[config.mk]
export PLATFORM = sky130hd
export DESIGN_NAME = mem_copy_initiator
export DESIGN_NICKNAME = d
export VERILOG_FILES = /design/src/rtl/mem_copy_initiator.sv
export SDC_FILE = /design/constraint.sdc
export NUM_CORES = 1
export LEC_CHECK = 0
export CAP_MARGIN = 0
export CELL_PAD_IN_SITES_DETAIL_PLACEMENT = 1
export CELL_PAD_IN_SITES_GLOBAL_PLACEMENT = 1
export CORE_ASPECT_RATIO = 1.4
export CORE_UTILIZATION = 35
export DETAILED_ROUTE_END_ITERATION = 16
export PLACE_DENSITY = 0.87
export REMOVE_ABC_BUFFERS = 1
export SYNTH_ARGS = -nofsm -noshare
export SYNTH_HDL_FRONTEND = slang
export SYNTH_SLANG_ARGS = --single-unit
[constraint.sdc]
create_clock -name clk -period 2.7 [get_ports clk]
set_clock_uncertainty 0.1 [all_clocks]
set_input_delay 0.54 -clock clk [delete_from_list [all_inputs] [get_ports clk]]
set_output_delay 0.54 -clock clk [all_outputs]
set_load 0.05 [all_outputs]
[src/rtl/mem_copy_initiator.sv]
// Word-wide bus master that copies COUNT aligned words from src to dst and
// keeps a modular checksum of every word it read during the last transfer.
module mem_copy_initiator #(
  parameter int WIDTH   = 32,
  parameter int CNTBITS = 8
) (
  input  logic               clk,
  input  logic               reset,
  input  logic               start,
  input  logic [WIDTH-1:0]   src,
  input  logic [WIDTH-1:0]   dst,
  input  logic [CNTBITS-1:0] count,
  output logic               busy,
  output logic               done,
  output logic               err,
  output logic [WIDTH-1:0]   checksum,
  output logic               memread,
  output logic               memwrite,
  output logic [WIDTH-1:0]   adr,
  output logic [WIDTH-1:0]   writedata,
  input  logic [WIDTH-1:0]   memdata
);

  typedef enum logic [2:0] {
    S_IDLE  = 3'd0,
    S_READ  = 3'd1,
    S_WRITE = 3'd2,
    S_DONE  = 3'd3,
    S_ERR   = 3'd4
  } state_t;

  localparam logic [WIDTH-1:0]   WORD_STEP = WIDTH'(3'd4);
  localparam logic [WIDTH-1:0]   ZERO_W    = {WIDTH{1'b0}};
  localparam logic [CNTBITS-1:0] CNT_ZERO  = {CNTBITS{1'b0}};
  localparam logic [CNTBITS-1:0] CNT_ONE   = CNTBITS'(1'b1);

  state_t               state_q,     state_d;
  logic [WIDTH-1:0]     src_ptr_q,   src_ptr_d;
  logic [WIDTH-1:0]     dst_ptr_q,   dst_ptr_d;
  logic [CNTBITS-1:0]   cnt_q,       cnt_d;
  logic [WIDTH-1:0]     data_q,      data_d;
  logic [WIDTH-1:0]     checksum_q,  checksum_d;
  logic                 busy_q,      busy_d;
  logic                 done_q,      done_d;
  logic                 err_q,       err_d;
  logic                 memread_q,   memread_d;
  logic                 memwrite_q,  memwrite_d;
  logic [WIDTH-1:0]     adr_q,       adr_d;
  logic [WIDTH-1:0]     writedata_q, writedata_d;
  logic                 misaligned_s;

  assign misaligned_s = (src[1:0] != 2'b00) || (dst[1:0] != 2'b00);

  // Next-state, pointer, counter and checksum logic.
  always_comb begin
    state_d    = state_q;
    src_ptr_d  = src_ptr_q;
    dst_ptr_d  = dst_ptr_q;
    cnt_d      = cnt_q;
    data_d     = data_q;
    checksum_d = checksum_q;
    case (state_q)
      S_IDLE: begin
        if (start) begin
          if (misaligned_s) begin
            state_d = S_ERR;
          end else if (count == CNT_ZERO) begin
            state_d    = S_DONE;
            checksum_d = ZERO_W;
          end else begin
            state_d    = S_READ;
            src_ptr_d  = src;
            dst_ptr_d  = dst;
            cnt_d      = count;
            checksum_d = ZERO_W;
          end
        end else begin
          state_d = S_IDLE;
        end
      end
      S_READ: begin
        data_d     = memdata;
        checksum_d = checksum_q + memdata;
        state_d    = S_WRITE;
      end
      S_WRITE: begin
        src_ptr_d = src_ptr_q + WORD_STEP;
        dst_ptr_d = dst_ptr_q + WORD_STEP;
        cnt_d     = cnt_q - CNT_ONE;
        if (cnt_q == CNT_ONE) begin
          state_d = S_DONE;
        end else begin
          state_d = S_READ;
        end
      end
      S_DONE:  state_d = S_IDLE;
      S_ERR:   state_d = S_IDLE;
      default: state_d = S_IDLE;
    endcase
  end

  // Bus and status outputs are precomputed from the next state so they leave flops.
  always_comb begin
    busy_d      = 1'b0;
    done_d      = 1'b0;
    err_d       = 1'b0;
    memread_d   = 1'b0;
    memwrite_d  = 1'b0;
    adr_d       = ZERO_W;
    writedata_d = ZERO_W;
    case (state_d)
      S_READ: begin
        busy_d    = 1'b1;
        memread_d = 1'b1;
        adr_d     = src_ptr_d;
      end
      S_WRITE: begin
        busy_d      = 1'b1;
        memwrite_d  = 1'b1;
        adr_d       = dst_ptr_d;
        writedata_d = data_d;
      end
      S_DONE:  done_d = 1'b1;
      S_ERR:   err_d  = 1'b1;
      S_IDLE:  busy_d = 1'b0;
      default: busy_d = 1'b0;
    endcase
  end

  // State and datapath registers; reset aborts a transfer without a done pulse.
  always_ff @(posedge clk or negedge reset) begin
    if (!reset) begin
      state_q     <= S_IDLE;
      src_ptr_q   <= ZERO_W;
      dst_ptr_q   <= ZERO_W;
      cnt_q       <= CNT_ZERO;
      data_q      <= ZERO_W;
      checksum_q  <= ZERO_W;
      busy_q      <= 1'b0;
      done_q      <= 1'b0;
      err_q       <= 1'b0;
      memread_q   <= 1'b0;
      memwrite_q  <= 1'b0;
      adr_q       <= ZERO_W;
      writedata_q <= ZERO_W;
    end else begin
      state_q     <= state_d;
      src_ptr_q   <= src_ptr_d;
      dst_ptr_q   <= dst_ptr_d;
      cnt_q       <= cnt_d;
      data_q      <= data_d;
      checksum_q  <= checksum_d;
      busy_q      <= busy_d;
      done_q      <= done_d;
      err_q       <= err_d;
      memread_q   <= memread_d;
      memwrite_q  <= memwrite_d;
      adr_q       <= adr_d;
      writedata_q <= writedata_d;
    end
  end

  assign busy      = busy_q;
  assign done      = done_q;
  assign err       = err_q;
  assign checksum  = checksum_q;
  assign memread   = memread_q;
  assign memwrite  = memwrite_q;
  assign adr       = adr_q;
  assign writedata = writedata_q;

endmodule

Word-level counts from Yosys, hierarchy flattened
Index checks and enable logic that the tools add are counted.
W data, S select, Z words.
{"block": "word_totals", "reg_bits": 208, "output_inout_bits": 101}
{"block": "classes", "add_sub_neg": 4, "eq_ne": 10, "muxes": 28, "n_reduce_logical": 10}
{"op": "$mux W32", "n": 10}
{"op": "$pmux W32 S2", "n": 4}
{"op": "$add A32 B3 Y32 const B", "n": 2}
{"op": "$add A32 B32 Y32", "n": 1}
{"op": "$mux W8", "n": 3}
{"op": "$pmux W8 S2", "n": 1}
{"op": "$eq A3 B2 Y1 const B", "n": 3}
{"op": "$pmux W3 S3", "n": 1}
{"op": "$eq A8 B1 Y1 const B", "n": 1}
{"op": "$logic_not A8 Y1", "n": 1}
{"op": "$reduce_bool A2 Y1", "n": 4}
{"op": "$sub A8 B1 Y8 const B", "n": 1}
{"op": "$eq A3 B1 Y1 const B", "n": 2}
{"op": "$mux W3", "n": 2}
{"op": "$ne A2 B2 Y1 const B", "n": 3}
{"op": "$mux W1", "n": 5}
{"op": "$mux W2", "n": 2}
{"op": "$reduce_and A4 Y1", "n": 1}
{"op": "$eq A3 B3 Y1 const B", "n": 1}
{"op": "$logic_not A3 Y1", "n": 1}
{"op": "$reduce_and A3 Y1", "n": 1}
{"op": "$reduce_or A2 Y1", "n": 1}
{"op": "$logic_or A1 B1 Y1", "n": 1}

Depth between registers and ports, before layout
{"block": "depth", "word_depth": 8, "mapped_depth": 13, "mapped_depth_nobuf": 13}

Least setup slack after synthesis
Ideal clock, no wire load.
{"block": "synth_path", "path_type": "register to register", "from": "register checksum_q[0], in the netlist checksum[0]", "to": "register checksum_q[30], in the netlist checksum[30]", "arrival_time_ns": 3.094, "t_required_ns": 2.531, "slack_ns": -0.563, "path_stages_with_launch": 14, "path_buffers": 0, "path_cell_list": "dfrtp_1 -> ha_1 -> inv_1 -> fa_1 -> nor2b_1 -> o21a_1 -> o21a_1 -> o221a_2 -> o22ai_1 -> o31a_1 -> o211ai_2 -> o221ai_1 -> or4_1 -> nand3_1"}
{"block": "synth_via", "elab_chain_cells": 2}
{"item": "from (decl)", "line_no": "42", "source": "logic [WIDTH-1:0] checksum_q, checksum_d;"}
{"item": "from (signal assigned)", "line_no": "152", "source": "checksum_q <= checksum_d;"}
{"item": "$add A32 B32 Y32", "line_no": "83", "source": "checksum_d = checksum_q + memdata;"}
{"item": "$pmux W32 S2", "line_no": "62", "source": "case (state_q)"}
No other way between the ends.
A chain may end at the register's enable or synchronous reset.

Final worst setup path
Ends and elaborated chain as after synthesis.

==> results.md <==
* # rows at 71
* Share of cells above drive strength 1 at 0.2064
* Global route overflow at 0
* Critical Setup Path Class: reg2reg
* Yosys reg bits at 176
* Port-buffer cells at 207
* Fillcell total at 3043
* HPWL after DPL at approximately 26000 microns
* Die Ht at 198.1 microns
* Leakage at around 0.0064 uW
* CP Max Fanout at 3
* Most used DFF post-synth: dfrtp_1
* Failing checks: setup timing
* Synthesized area at about 9600 sq um
* Skew-Pair Late Insertion Delay at 0.44 ns
* First-pass GRT wire length at 57640 microns
* Worst-case clock buffer depth at 2
* Post-synth top area share at 0.4581
* Number of synthesis warnings at 0
* Max_cap viols at 0
* Endpoints failing hold at 0
* Die area at 28150 sq um
* Post-DRT Antenna Nets at 0
* CTS sink count at roughly 180
* Post-Synthesis Cells at 1020
* Drt via density at 5.729
* Pwr dens at ~860 nW/um^2
* DRC at 0
* Starting Density at 0.3572
* Netlist cell types at 73
* Setup slack at placement at -1.300 ns
* Worst setup startpoint: checksum[0]
* IO Pins at 208
* Avg Inst Size Synth at 9.426 sq um
* Reg-to-reg endpoint: checksum[30]
* Final setup violation count at 9
* Commonest cells in the netlist: dfrtp_1, nand2_1, o21ai_0, a21oi_1, nor2_1
* Final Worst Setup Slack at -0.3675 ns
* F_max at 326.0 MHz
* Layout Nets at 1496
* Top cell type by total area after synthesis: dfrtp_1
* Wirelength, routed at roughly 37000 microns
* Via Count at approximately 9900
* GP Congestion at 0.8747
* Register area share after synthesis at 0.4581
* Drt pass-1 iters at 4
* Most common cell in the netlist: dfrtp_1
* RSZ-0062 raised after global routing: true
* RR Startpoint: checksum[0]
* Worst Path Arrival at between 3 and 4 ns
* CP endpoint kind: register
* GRT Resource Usage Total at 0.2669
* TritonCTS clock tree: yes
* Core ar. at about 27000 sq um
* CTS Buf Count at 17
* Slew at the pin closest to its max-slew limit at 0.6045 ns
* Minimum clock period at 3.067 ns
* Period utilization at 1.136
* Req. time, crit path at 2.97 ns
* Final Max Slew Viols at 0
* CP startpoint kind: register
* Tot Pwr at 12110 uW
* Status: complete, but fails checks
* Clock root buffer: clkbuf_16
* Reg2Reg Depth at 13
* Die X at 142.1 microns
* Worst min-delay path class: in2reg
* Critical Path Sink: checksum[30]
* N_diodes at 0
* CTS H-tree depth at 4
* Worst reg-to-reg setup slack at -0.37 ns
* Worst slew margin at 0.5970
* Vias in the first global route at 10650
* Post-synth EDFFs at 0
* Dominant cells by area after synthesis: dfrtp_1, ha_1, o21ai_0
* Asr flop ratio synth at 1.000
* Worst-case vdd ir drop at 0.6207 mV
* 1st-iter DRT viols at 562
* Antenna violations before repair at 2
* Largest net degree at the start of global routing at 55
* Routed WL per cell at 21.48 microns
* CTS clk-pin slew, worst paths at 0.07 ns
* Worst hold slack at 0.3802 ns
* P&R area growth vs syn at 46.92%
## worst max-delay path: stages, from the launching register on
cell      delay, ns
dfrtp_1        0.39
ha_4           0.16
inv_2          0.04
fa_2           0.34
nor2b_1        0.15
o21a_1         0.15
o21a_1         0.15
o221a_4        0.20
o22ai_4        0.08
o31a_1         0.36
o211ai_2       0.23
o221ai_2       0.13
or4_1          0.42
nand3_1        0.10
## layer usage
metal | up-vias | part of all wire | wire length (microns) | track usage
li1 | 4444 | - | - | -
met1 | 5058 | 0.37 | 13900 | 0.2890
met2 | 327 | 0.55 | 20340 | 0.5040
met3 | 84 | 0.045 | 1691 | 0.05248
met4 | 4 | 0.033 | 1218 | 0.1020
met5 | - | 0.00083 | 31 | 0
## cell usage in the layout (no fill, tap or decap), types with 4 or more instances in the layout
| cell | count |
|---|---|
| a21o_1 | 21 |
| a21oi_1 | 68 |
| a21oi_2 | 12 |
| a221o_1 | 9 |
| a221oi_1 | 5 |
| a22o_1 | 24 |
| a22oi_1 | 11 |
| and2_1 | 6 |
| and3_1 | 52 |
| buf_12 | 6 |
| buf_4 | 157 |
| clkbuf_16 | 17 |
| clkdlybuf4s50_1 | 196 |
| clkinvlp_4 | 5 |
| dfrtp_1 | 175 |
| dlygate4sd2_1 | 8 |
| ha_1 | 26 |
| ha_4 | 8 |
| inv_1 | 20 |
| mux2i_1 | 12 |
| nand2_1 | 101 |
| nand2_2 | 5 |
| nand3_1 | 38 |
| nand4_1 | 12 |
| nor2_1 | 61 |
| nor2_2 | 5 |
| nor2b_1 | 4 |
| nor3_1 | 10 |
| nor4_1 | 5 |
| o211a_1 | 5 |
| o211ai_1 | 8 |
| o21ai_0 | 75 |
| o21ai_1 | 11 |
| o21ai_2 | 4 |
| o22a_1 | 12 |
| o22ai_1 | 35 |
| o2bb2ai_1 | 6 |
| or2_2 | 4 |
| xnor2_1 | 10 |
| xor2_1 | 17 |
## report_power, final
| part | internal (uW) | leakage, uW | switching [uW] |
|---|---|---|---|
| registers | 3140 | 0.00232 | 571 |
| clock network | 1330 | 0.000263 | 1140 |
| logic | 2590 | 0.00386 | 3350 |
| total | 7050 | 0.00644 | 5060 |
## what timing repair did
item / in CTS / in global routing
resized for setup: 55 / 38
endpoints found under the hold margin: 43 / 0
setup buffers: 10 / 6
endpoints found under the setup margin: 25 / 41
pin swaps: 27 / 26
cloned: 0 / 0
hold buffers: 1 / 0
## flip-flops by register name, summed over array words and instances (netlist names), 3 cells and up
signal and count:
state_q 3, dst_ptr_q 32, src_ptr_q 32, writedata 32, checksum 32, cnt_q 8
adr 32
## layout make-up
class / count / area [sq um] / share of cell area
Timing Repair Buffer: 372 / 3388 / 0.2399
Tap cell: 365 / 456.7 / 0.03233
Clock buffer: 21 / 460.4 / 0.03260
Multi-Input combinational cell: 764 / 5228 / 0.3701
Clock inverter: 11 / 103.9 / 0.007352
Inverter: 22 / 82.58 / 0.005846
Sequential cell: 176 / 4405 / 0.3119
## cell families (layout without fill, tap and decap cells)
logic type / Yosys count / after routing / synth area share
AOI/OAI and AO/OA: 342 / 342 / 0.2317
xor gates and xnor gates: 29 / 29 / 0.02642
adders and majority gates: 36 / 36 / 0.04763
buffers and inverters: 80 / 426 / 0.03878
DFF: 176 / 176 / 0.4581
muxes: 13 / 13 / 0.01406
and+or+nand+nor: 344 / 344 / 0.1834
## per-stage QoR
stage	TNS, ns	util	instance area (sq um)	std cells
2_1_floorplan	-208.52	-	9324	962
3_3_place_gp	-24.52	0.4852	13060	1683
3_5_place_dp	-36.66	0.4852	13060	1683
4_1_cts	-1.288	0.5167	13910	1726
5_1_grt	-3.317	0.5248	14120	1731
6_report	-2.078	0.5248	14120	1731
## worst min-delay path by stage
stage                 startpoint       endpoint  slack (ns)  depth (start not counted)
finish               memdata[15]  writedata[15]        0.38                          2
global route         memdata[15]  writedata[15]        0.39                          2
CTS                   memdata[1]   writedata[1]        0.38                          3
detailed placement  dst_ptr_q[1]   dst_ptr_q[1]        0.37                          1
global placement    src_ptr_q[1]   src_ptr_q[1]        0.37                          1
floorplan                  reset         adr[0]        0.14                          0
(Power assumes the default switching activity.)
